===== src/rtl/kernel_sysid_wait_timer.sv =====
// Counts stalled read cycles; flags the last permitted stall cycle of one attempt.
// Clear has priority over enable so an accept or state change always restarts the count.
module kernel_sysid_wait_timer #(
    parameter int               WIDTH = 16,
    parameter logic [WIDTH-1:0] LIMIT = 16'd255
) (
    input  logic clock,
    input  logic reset,
    input  logic i_clear,
    input  logic i_enable,
    output logic o_expired
);

    localparam logic [WIDTH-1:0] LAST = LIMIT - WIDTH'(1);

    logic [WIDTH-1:0] r_count;

    // NOTE: state is updated with non-blocking assignments so every register samples
    // the pre-edge values of its inputs, independent of process ordering.
    always_ff @(posedge clock or posedge reset) begin
        if (reset) begin
            r_count <= '0;
        end else if (i_clear) begin
            r_count <= '0;
        end else if (i_enable) begin
            r_count <= r_count + WIDTH'(1);
        end
    end

    assign o_expired = (r_count == LAST);

endmodule


===== config.mk =====
export PLATFORM = sky130hd
export DESIGN_NAME = kernel_sysid_wait_timer
export DESIGN_NICKNAME = d
export VERILOG_FILES = /design/src/rtl/kernel_sysid_wait_timer.sv
export SDC_FILE = /design/constraint.sdc
export NUM_CORES = 1
export LEC_CHECK = 0
export ABC_CLOCK_PERIOD_IN_PS = 1300
export CAP_MARGIN = 20
export CELL_PAD_IN_SITES_DETAIL_PLACEMENT = 0
export CELL_PAD_IN_SITES_GLOBAL_PLACEMENT = 2
export CORE_MARGIN = 3
export CORE_UTILIZATION = 34
export CTS_CLUSTER_DIAMETER = 200
export DETAILED_ROUTE_END_ITERATION = 7
export GPL_TIMING_DRIVEN = 0
export PLACE_DENSITY = 0.84
export SLEW_MARGIN = 20
export SYNTH_ARGS = -nofsm -noshare
export SYNTH_HDL_FRONTEND = slang
export SYNTH_SLANG_ARGS = --single-unit
export TNS_END_PERCENT = 1

===== constraint.sdc =====
create_clock -name clock -period 1.3 [get_ports clock]
set_input_delay 0.39 -clock clock [delete_from_list [all_inputs] [get_ports clock]]
set_output_delay 0.39 -clock clock [all_outputs]
set_load 0.005 [all_outputs]

==> flow_results.org <==
** Detailed routing
- Wirelength, routed :: ~1800 um
- For this block, the initial DRC count from the detailed router was 17.
- Mean routed wirelength per cell :: 13.9 um
- Post-route antenna net violation count :: 0
- Count of vias placed by the detailed router :: 664
- Ratio of routed vias to standard cells :: 5.11
- The pre-antenna-repair detailed-routing pass consisted of 2 iterations.
- After detailed routing, the number of remaining DRC violations is 0.

** Cells and area
- Post-layout instance count excluding filler cells :: 130
- Share of layout cells above drive strength 1 :: 0.290
- Area growth from synthesis to layout :: 15.9%
- At the end of the flow, the number of nets in the layout was 107.
- The register with the most flip-flops in the layout has 16 of them.
- Reg with most FFs :: r_count
- The number of antenna diodes in the final layout is 0.
- At the end of the flow the core is filled with cells to 0.426.
- The largest registers in the layout are r_count: 16 flops.

** Timing
- At the pin with the least slew margin, the transition time is about 0.63 ns.
- Counting I/O delays and the setup requirement, the final critical path takes around 1.8 ns.
- WHS :: 0.365 ns
- Measured against its own limit, the worst slew margin works out to 0.579.
- Fin. Hold Viols :: 0
- Max Clock Freq :: 552 MHz
- Final number of setup-violating endpoints :: 8
- Worst clock skew :: 0.00137 ns
- Fin. max-slew vios :: 0
- RSZ-0062 raised after global routing :: yes
- In the finished design, the share of the clock period the worst path needs comes to 1.39.
- Final setup slack of the worst path :: -0.513 ns

** Status
- Run status :: finished with violations
- Failing checks :: setup timing

** GRT
- GRT overflow :: 0
- Most utilized layer in the global route result :: met2
- GR Layer Usage met3 :: 0.0461
- Global-route wire length before repair :: 3180 um
- For this run, global-route usage on met2 was measured as 0.183.
- Met1 track demand over resource in global routing :: 0.177
- Via count of the first global-routing pass :: between 600 and 700
- In the global route stage, overall resource usage came out at 0.123.
- Entering global routing, the biggest net connects 17 pins.
- The initial antenna violation count is 0.

** Worst setup path
- The worst setup path is launched from a flip-flop.
- Crit path capture type :: output pin
- In this design, the stage delay of the slowest critical-path cell is 0.40 ns.
- Data on the critical path arrives at its endpoint at 1.42 ns.
- Required time at the endpoint of the critical path :: about 0.91 ns
- The slowest stage of the critical path belongs to the cell sky130_fd_sc_hd__dfrtp_1.
- The signal on the critical path passes through inv_1 -> ha_1 -> nor4b_2 -> nand4_1 -> nor3_2 -> buf_2.
- The worst register-to-register path has a depth of 5.
- Along the worst path, the maximum fanout reaches 2.
- Type of the setup path with the least slack :: reg -> out

** Synthesis
- Synthesized area per cell :: between 10 and 15 sq um
- The mapped netlist covers 935 sq um.
- Cell types occupying the most area after synthesis :: sky130_fd_sc_hd__dfrtp_1 43%, sky130_fd_sc_hd__xnor2_1 8.4%, sky130_fd_sc_hd__nor2_1 6.8%
- Proportion of synthesized flip-flops having asynchronous set or reset :: 1.00
- Share of synthesized area occupied by flip-flops and latches :: 0.428
- For this run, the number of Yosys warnings is 0.
- Top-count cell post-synth :: sky130_fd_sc_hd__nor2_1
- Synthesis instantiated 29 different standard cells from the library.
- Counting flops and latches in the post-synthesis netlist gives 16.
- EDFF count, synth :: 0
- Of the post-synthesis cell area, the dominant cell type holds 0.428.
- Most instantiated flip-flop cell in the synthesis netlist :: sky130_fd_sc_hd__dfrtp_1
- The synthesized design spends more area on one cell type than any other, namely sky130_fd_sc_hd__dfrtp_1.
- Counting every instance in the synthesized netlist gives 91.
- After synthesis, the most frequently instantiated cells are 17 x sky130_fd_sc_hd__nor2_1, 16 x sky130_fd_sc_hd__dfrtp_1, 9 x sky130_fd_sc_hd__xnor2_1.
- The number of nets handed over by synthesis was 97.

** Placed design
- After detailed placement, the design holds a cell count of 124.
- IO buf count :: 3
- Post-detailed-placement half-perimeter wirelength :: 1230 um
- Placer congestion estimate :: 0.752

** Floorplanning
- Die footprint :: 3410 sq um
- Starting Density :: 0.367
- Number of primary I/O pins :: 5
- Cell Rows :: 18
- The floorplan step set the die width to 58.4 um.
- Floorplan die height :: roughly 58 um
- After floorplanning, the core was sized to cover about 2500 sq um.

** Worst hold path
- Hold/Removal Path Class :: in -> reg
- Count of cells along the worst hold path :: 2

** Clock tree
- Clock latency on the worst-skew pair, taken at its later pin, is 0.29 ns.
- CTS Sinks :: 16
- Maximum buffer depth of the clock tree :: 2
- TritonCTS built the clock tree.
- In this run, post-CTS hold repair placed 0 buffers.
- CTS built an H-tree with a depth of 1.
- In this run, CTS created clock tree buffers numbering 3.
- Clock-pin slew was measured on the worst setup and hold paths at around 0.1 ns.
- Clock tree synthesis selected as its root buffer the cell sky130_fd_sc_hd__clkbuf_4.

** Pwr
- Overall power consumption after layout is estimated at roughly 0.93 mW.
- Cell Pwr Density :: 856 nW/um^2
- Leakage power of the design :: 0.429 nW
- VDD sags by at most 572 uV.

** Run
- The tool flagged a number of max-cap violations equal to 0.
-- where the power goes --
group | internal [mW] | leakage (nW) | total (mW) | switching (mW)
Combinational | 0.0324 | 0.197 | 0.0835 | 0.0511
Clock | 0.171 | 0.0210 | 0.335 | 0.164
Sequential | 0.504 | 0.212 | 0.510 | 0.00562
Total | 0.707 | 0.429 | 0.928 | 0.221
-- area by class of cell --
class	instances	area [sq um]
well taps	30	37.5
repair buffers	5	38.8
plain buffers	3	22.5
multi-input cells	67	522
fillers	261	1460
flip-flops and latches	16	408
clock buffers	4	36.3
inverters	5	18.8
-- cell usage in the layout, fill, tap and decap left out, types with 2 or more instances in the layout --
| cell | netlist | final |
|---|---|---|
| sky130_fd_sc_hd__xor2_1 | 2 | 2 |
| sky130_fd_sc_hd__o21ai_0 | 2 | 2 |
| sky130_fd_sc_hd__dfrtp_1 | 16 | 10 |
| sky130_fd_sc_hd__nor2_1 | 17 | 17 |
| sky130_fd_sc_hd__nand2_1 | 5 | 4 |
| sky130_fd_sc_hd__buf_4 | 0 | 3 |
| sky130_fd_sc_hd__xnor2_1 | 9 | 9 |
| sky130_fd_sc_hd__nor3_1 | 5 | 4 |
| sky130_fd_sc_hd__a21oi_1 | 3 | 3 |
| sky130_fd_sc_hd__nand3_1 | 2 | 2 |
| sky130_fd_sc_hd__clkbuf_4 | 0 | 3 |
| sky130_fd_sc_hd__nor4_2 | 2 | 2 |
| sky130_fd_sc_hd__inv_1 | 5 | 5 |
| sky130_fd_sc_hd__or3_1 | 3 | 3 |
| sky130_fd_sc_hd__dfrtp_2 | 0 | 6 |
| sky130_fd_sc_hd__nand4_1 | 3 | 3 |
-- layer usage --
| metal | routed length [um] | part of all wire | vias to the layer above |
|---|---|---|---|
| li1 | - | - | 329 |
| met1 | 903 | 0.50 | 328 |
| met2 | 840 | 0.47 | 7 |
| met3 | 60 | 0.033 | 0 |
| met4 | 0 | 0 | 0 |
| met5 | 0 | 0 | - |
-- through the flow --
step	cell area (sq um)	setup TNS, ns	setup WS [ns]
3_5_place_dp	1020	-8.65	-0.667
5_1_grt	1080	-2.42	-0.694
4_1_cts	1080	-1.47	-0.594
3_3_place_gp	1020	-8.37	-0.685
6_report	1080	-1.33	-0.513
2_1_floorplan	948	-0.280	-0.0970
-- kinds of logic (layout without fill, tap and decap cells) --
| kind of cell | after synthesis | after routing | synth area share |
|---|---|---|---|
| mux | 1 | 1 | 0.0161 |
| simple gates | 44 | 44 | 0.289 |
| flops | 16 | 16 | 0.428 |
| compound gates | 9 | 9 | 0.0951 |
| xor+xnor | 11 | 11 | 0.103 |
| fa+ha+maj | 2 | 2 | 0.0268 |
| buf+inv | 8 | 17 | 0.0415 |
-- path summary, 6_finish.rpt --
path / start / to / slack (ns)
max: r_count[0] / o_expired / -0.51
min: i_enable / r_count[1] / 0.36
max reg2reg: r_count[0] / r_count[8] / -0.15
min reg2reg: r_count[1] / r_count[1] / 0.58
max in group asynchronous: reset / r_count[2] / 0.38
min in group asynchronous: reset / r_count[9] / 0.48
-- worst max-delay path, delay by kind of cell (launching register included) --
kind	cells	cell delay [ns]
fa+ha+maj	1	0.13
buf+inv	2	0.19
flops	1	0.40
simple gates	3	0.42
-- what timing repair did --
action | in CTS | in global routing
setup buffers | 2 | 0
resized for setup | 12 | 2
pin swaps | 5 | 1
endpoints found under the setup margin | 16 | 12
(Power assumes the default switching activity.)
